`src/rtl/eem16_proj2.sv`:
```
// Registered 4-bit code to 7-segment decoder, one display digit.
// Segment polarity and hex-glyph display for codes 10-15 are set by parameters.
module eem16_proj2 #(
   parameter bit ACTIVE_LOW = 1'b0,
   parameter bit HEX_MODE   = 1'b0
) (
   input  logic clk,
   input  logic rst,
   input  logic w,
   input  logic x,
   input  logic y,
   input  logic z,
   output logic a,
   output logic b,
   output logic c,
   output logic d,
   output logic e,
   output logic f,
   output logic g
);

   logic [3:0] code;
   logic [6:0] seg_lit;
   logic [6:0] seg_next;
   logic [6:0] seg_off;
   logic [6:0] seg_q;

   assign code = {w, x, y, z};

   // Bit order is {a,b,c,d,e,f,g}; 1 means the segment is lit.
   always_comb begin
      seg_lit = '0;
      unique case (code)
         4'd0:  seg_lit = 7'b1111110;
         4'd1:  seg_lit = 7'b0110000;
         4'd2:  seg_lit = 7'b1101101;
         4'd3:  seg_lit = 7'b1111001;
         4'd4:  seg_lit = 7'b0110011;
         4'd5:  seg_lit = 7'b1011011;
         4'd6:  seg_lit = 7'b1011111;
         4'd7:  seg_lit = 7'b1110000;
         4'd8:  seg_lit = 7'b1111111;
         4'd9:  seg_lit = 7'b1111011;
         4'd10: seg_lit = HEX_MODE ? 7'b1110111 : 7'b0000000;
         4'd11: seg_lit = HEX_MODE ? 7'b0011111 : 7'b0000000;
         4'd12: seg_lit = HEX_MODE ? 7'b1001110 : 7'b0000000;
         4'd13: seg_lit = HEX_MODE ? 7'b0111101 : 7'b0000000;
         4'd14: seg_lit = HEX_MODE ? 7'b1001111 : 7'b0000000;
         4'd15: seg_lit = HEX_MODE ? 7'b1000111 : 7'b0000000;
         default: seg_lit = '0;
      endcase
   end

   // Inversion happens before the register so the pins stay glitch-free.
   assign seg_next = ACTIVE_LOW ? ~seg_lit : seg_lit;
   assign seg_off  = ACTIVE_LOW ? '1 : '0;

   always_ff @(posedge clk or posedge rst) begin
      if (rst) seg_q <= seg_off;
      else     seg_q <= seg_next;
   end

   assign {a, b, c, d, e, f, g} = seg_q;

endmodule

```
`config.mk`:
```
export PLATFORM = sky130hd
export DESIGN_NAME = eem16_proj2
export DESIGN_NICKNAME = d
export VERILOG_FILES = /design/src/rtl/eem16_proj2.sv
export SDC_FILE = /design/constraint.sdc
export NUM_CORES = 1
export LEC_CHECK = 0
export ABC_CLOCK_PERIOD_IN_PS = 800
export CAP_MARGIN = 20
export CORE_AREA = 5 5 42 44
export CTS_BUF_LIST = sky130_fd_sc_hd__clkbuf_16
export DETAILED_ROUTE_END_ITERATION = 8
export DIE_AREA = 0 0 47 49
export DONT_BUFFER_PORTS = 1
export PLACE_DENSITY_LB_ADDON = 0.12
export SYNTH_ARGS = -nofsm -noshare
export SYNTH_HDL_FRONTEND = slang
export SYNTH_SLANG_ARGS = --single-unit
```
`constraint.sdc`:
```
create_clock -name clk -period 0.8 [get_ports clk]
set_input_delay 0.08 -clock clk [delete_from_list [all_inputs] [get_ports clk]]
set_output_delay 0.08 -clock clk [all_outputs]
set_load 0.05 [all_outputs]
```
Word-level counts from Yosys, hierarchy flattened
Memories as Yosys holds them, arrays and structs flattened. A register that Yosys moved wholly into a read port is not among the register bits.
Cells that the tools add are included.
{ "totals": {"register_bits": 0, "elab_cells": 1, "inputBits": 6, "out_inout_bits": 7, "mem_count": 1, "mem_bits_ro": 112} }
{ "memory_table": {"columns": ["memory", "depth", "width", "rd", "rd_clocked_by_memory_dff", "wr", "line_no", "source"], "rows": [
  ["(no name shown)", 16, 7, 1, 1, 0, "33", "unique case (code)"]
]} }

Logic depth before layout (Yosys ltp)
{ "depth": {"word_depth": 0, "mapped_depth": 5, "ltp_nobuf": 5} }

Worst setup path after synthesis
No wires, ideal clock.
{ "synth_timing": {"path_type": "input -> register", "startpoint": "in y", "endpoint": "reg seg_q[3]", "setup_slack_ns": 0.062, "setup_time_ns": 0.125, "t_arrival_ns": 0.613, "path_stages": 5, "t_required_ns": 0.675, "path_buffers": 0, "path_cell_list": "inv_1 -> ha_1 -> nor2_4 -> a21oi_2 -> o22ai_1"} }
{ "synth_rtl": {"columns": ["element", "line_no", "source"], "rows": [
  ["from (decl)", "11", "input logic y,"],
  ["to (decl)", "26", "logic [6:0] seg_q;"]
]} }

Final worst setup path
{ "layout_timing": {"startpoint": "reg seg_q[3]", "endpoint": "out d"} }
{ "layout_rtl": {"columns": ["element", "line_no", "source"], "rows": [
  ["to (decl)", "16", "output logic d,"]
]} }
No word-level cell between the ends.

==> metrics.md <==
| Metric | Value |
|---|---|
| Outcome | complete, but fails checks |
| Failing checks | negative hold slack, negative setup slack |
| Maxcap violations | 0 |
| Antenna violations before repair | 0 |
| Synthesis-to-finish area growth | 60.7% |
| Most common cell after layout, fill and taps aside | inv_1 |
| LEAKAGE | about 0.00033 uW |
| Placed insts | 57 |
| TNS Setup | -0.314 ns |
| Core area | 1400 um2 |
| Mapped Area | roughly 400 um2 |
| Post-Route WL | around 710 um |
| WP data required | ~0.72 ns |
| Number of global-route vias before repair | 264 |
| CTS tree | done |
| Router iterations before antenna repair | 3 |
| Postcts setup bufs | 0 |
| RSZ-0062 raised after global routing | true |
| Critical path peak fanout | 1 |
| PnR worst setup slack | -0.0508 ns |
| Reg with most FFs | seg_q |
| Fillers | around 140 |
| Storage cell area | 175 um2 |
| Area of the multi-input gates | between 150 and 200 um2 |
| Routed WL per cell | roughly 11 um |
| Fraction of layout cells with a size suffix above 1 | between 20% and 30% |
| Overflow after GRT | 0 |
| Post-synthesis sequential area ratio | approximately 43% |
| Die height | 49 um |
| DIE AREA | between 2000 and 2500 um2 |
| Area leader, netlist | dfrtp_1 |
| Hold crit path type | input pin to register |
| Fmax | around 1.2 GHz |
| Hold path depth | 1 |
| Rows | 14 |
| Area contributors post-synth | dfrtp_1, ha_1, o22ai_1 |
| Crit path DAT | 0.77 ns |
| Initial core utilization | 29.3% |
| Number of remaining DRC errors | 0 |
| CTS sink cnt | 7 |
| Critical-path cell list | buf_12 |
| Worst path depth | 1 |
| Clk buf depth | 2 |
| PwrDens | 2380 nW/um2 |
| Worst rel slew slack | 84.2% |
| Die X | about 47 um |
| DR vias | about 280 |
| WS Path Type | register to primary output |
| Final GP Congestion | 0.734 |
| I/O Buffers | 0 |
| I/O pin cnt | 13 |
| Iter 0 DRT Violations | 1 |
| Slowest CP cell | dfrtp_1 |
| Critical path's top delay family | flip-flops |
| Diodes inserted | 0 |
| Fin Hold WS | -0.000286 ns |
| Num CTS Buffers | 3 |
| Nets@finish | a little over 60 |
| Share of the synthesized area in the top cell type | between 40% and 50% |
| Clock transition at path regs | 0.03 ns |
| Post-Synthesis Cells | 36 |
| Global-route usage over all layers | between 6 and 7% |
| # setup viols final | 7 |
| Post-layout minimum cycle time | 0.851 ns |
| Synthesis-stage register bit count | 7 |
| Final hold vios | 1 |
| Startpoint types | register |
| Fin cells | 64 |
| Largest regs | seg_q: 7 flops |
| Commonest non-fill, non-tap cells in the layout | inv_1, buf_12, dfrtp_1 |
| Routed vias/inst | between 4 and 5 |
| Max reg flops | 7 |
| Routed Antenna Nets | 0 |
| Yosys cell types | 13 |
| Worst hold endpoint | seg_q[4]$_DFF_PP0_ |
| Setup crit end kind | primary output |
| Period utilization | 106% |
| Post-route cell area | about 660 um2 |
| Maximum vdd drop | about 0.75 mV |
| Largest net degree at the start of global routing | 10 |
| Min-delay src | x |
| Critical path's largest stage delay | between 0.3 and 0.4 ns |
| Worst path bufs/invs | 1 |
| Synth warnings | 0 |
| Syn_nets | 48 |
| Placed Instance Area | 548 um2 |
| H-tree lvl count | 1 |
| Final core utilization | a little under half |
| Slew @ Worst Pin | roughly 0.24 ns |
| First-pass GRT wire length | roughly 1000 um |
| CTS root buffer | clkbuf_16 |
| Fin. max-slew vios | 0 |
| Avg Cell Area, Syn | approximately 11 um2 |
-- metal layers --
layer  track usage (%)  wire length (um)
met1              5.64               236
met2              9.95               356
met3              3.32               120
met4              6.91                 0
met5                 0                 0
-- report_power, final --
group          switching, uW  total [uW]  internal (uW)
clock                    165         812            647
sequential              25.0         413            388
combinational            174         346            172
-- layout make-up --
type | instances | area share (%)
inverter | 7 | 3.98
multi-input combinational | 20 | 28.3
clock buffer | 3 | 11.4
sequential | 7 | 26.6
tap | 16 | 3.04
timing repair buffer | 10 | 26.2
clock inverter | 1 | 0.569
-- cell usage after synthesis --
cell type	n
a21o_2	1
o22ai_1	5
xnor2_1	1
mux2i_1	1
nand2b_4	1
dfrtp_1	7
o31a_1	1
o21ai_0	2
ha_1	6
buf_6	2
nor2_4	1
inv_1	7
a21oi_2	1
-- through the flow --
step,total power (uW),hold WS [ns],setup slack (ns)
finish,1570,-0.000286,-0.0508
floorplan,610,-0.117,0.0618
global placement,746,-0.0983,0.0240
detailed placement,750,-0.0977,-0.00438
CTS,1590,-0.0590,-0.0585
global route,1630,0.00588,-0.0629
-- worst max path at each step --
stage | to | from | slack [ns]
4_1_cts | d | seg_q[3]$_DFF_PP0_ | -0.06
3_3_place_gp | seg_q[4]$_DFF_PP0_ | z | 0.02
3_5_place_dp | seg_q[6]$_DFF_PP0_ | y | -0.004
5_1_grt | d | seg_q[3]$_DFF_PP0_ | -0.06
6_report | d | seg_q[3]$_DFF_PP0_ | -0.05
2_1_floorplan | seg_q[3]$_DFF_PP0_ | y | 0.06
-- cell families (layout without fill, tap and decap cells) --
| kind of cell | after synthesis | after routing | synth area share (%) |
|---|---|---|---|
| xor+xnor | 1 | 1 | 2.13 |
| compound gates | 10 | 10 | 16.5 |
| flops | 7 | 7 | 42.7 |
| mux | 1 | 1 | 2.44 |
| buf+inv | 9 | 21 | 11.9 |
| fa+ha+maj | 6 | 6 | 18.3 |
| simple gates | 2 | 2 | 6.10 |
-- repair_timing --
item	CTS	global route
resized for setup	0	1
pin swaps	0	0
endpoints found under the hold margin	14	5
endpoints found under the setup margin	7	8
hold buffers	2	1
(Power assumes the default switching activity.)
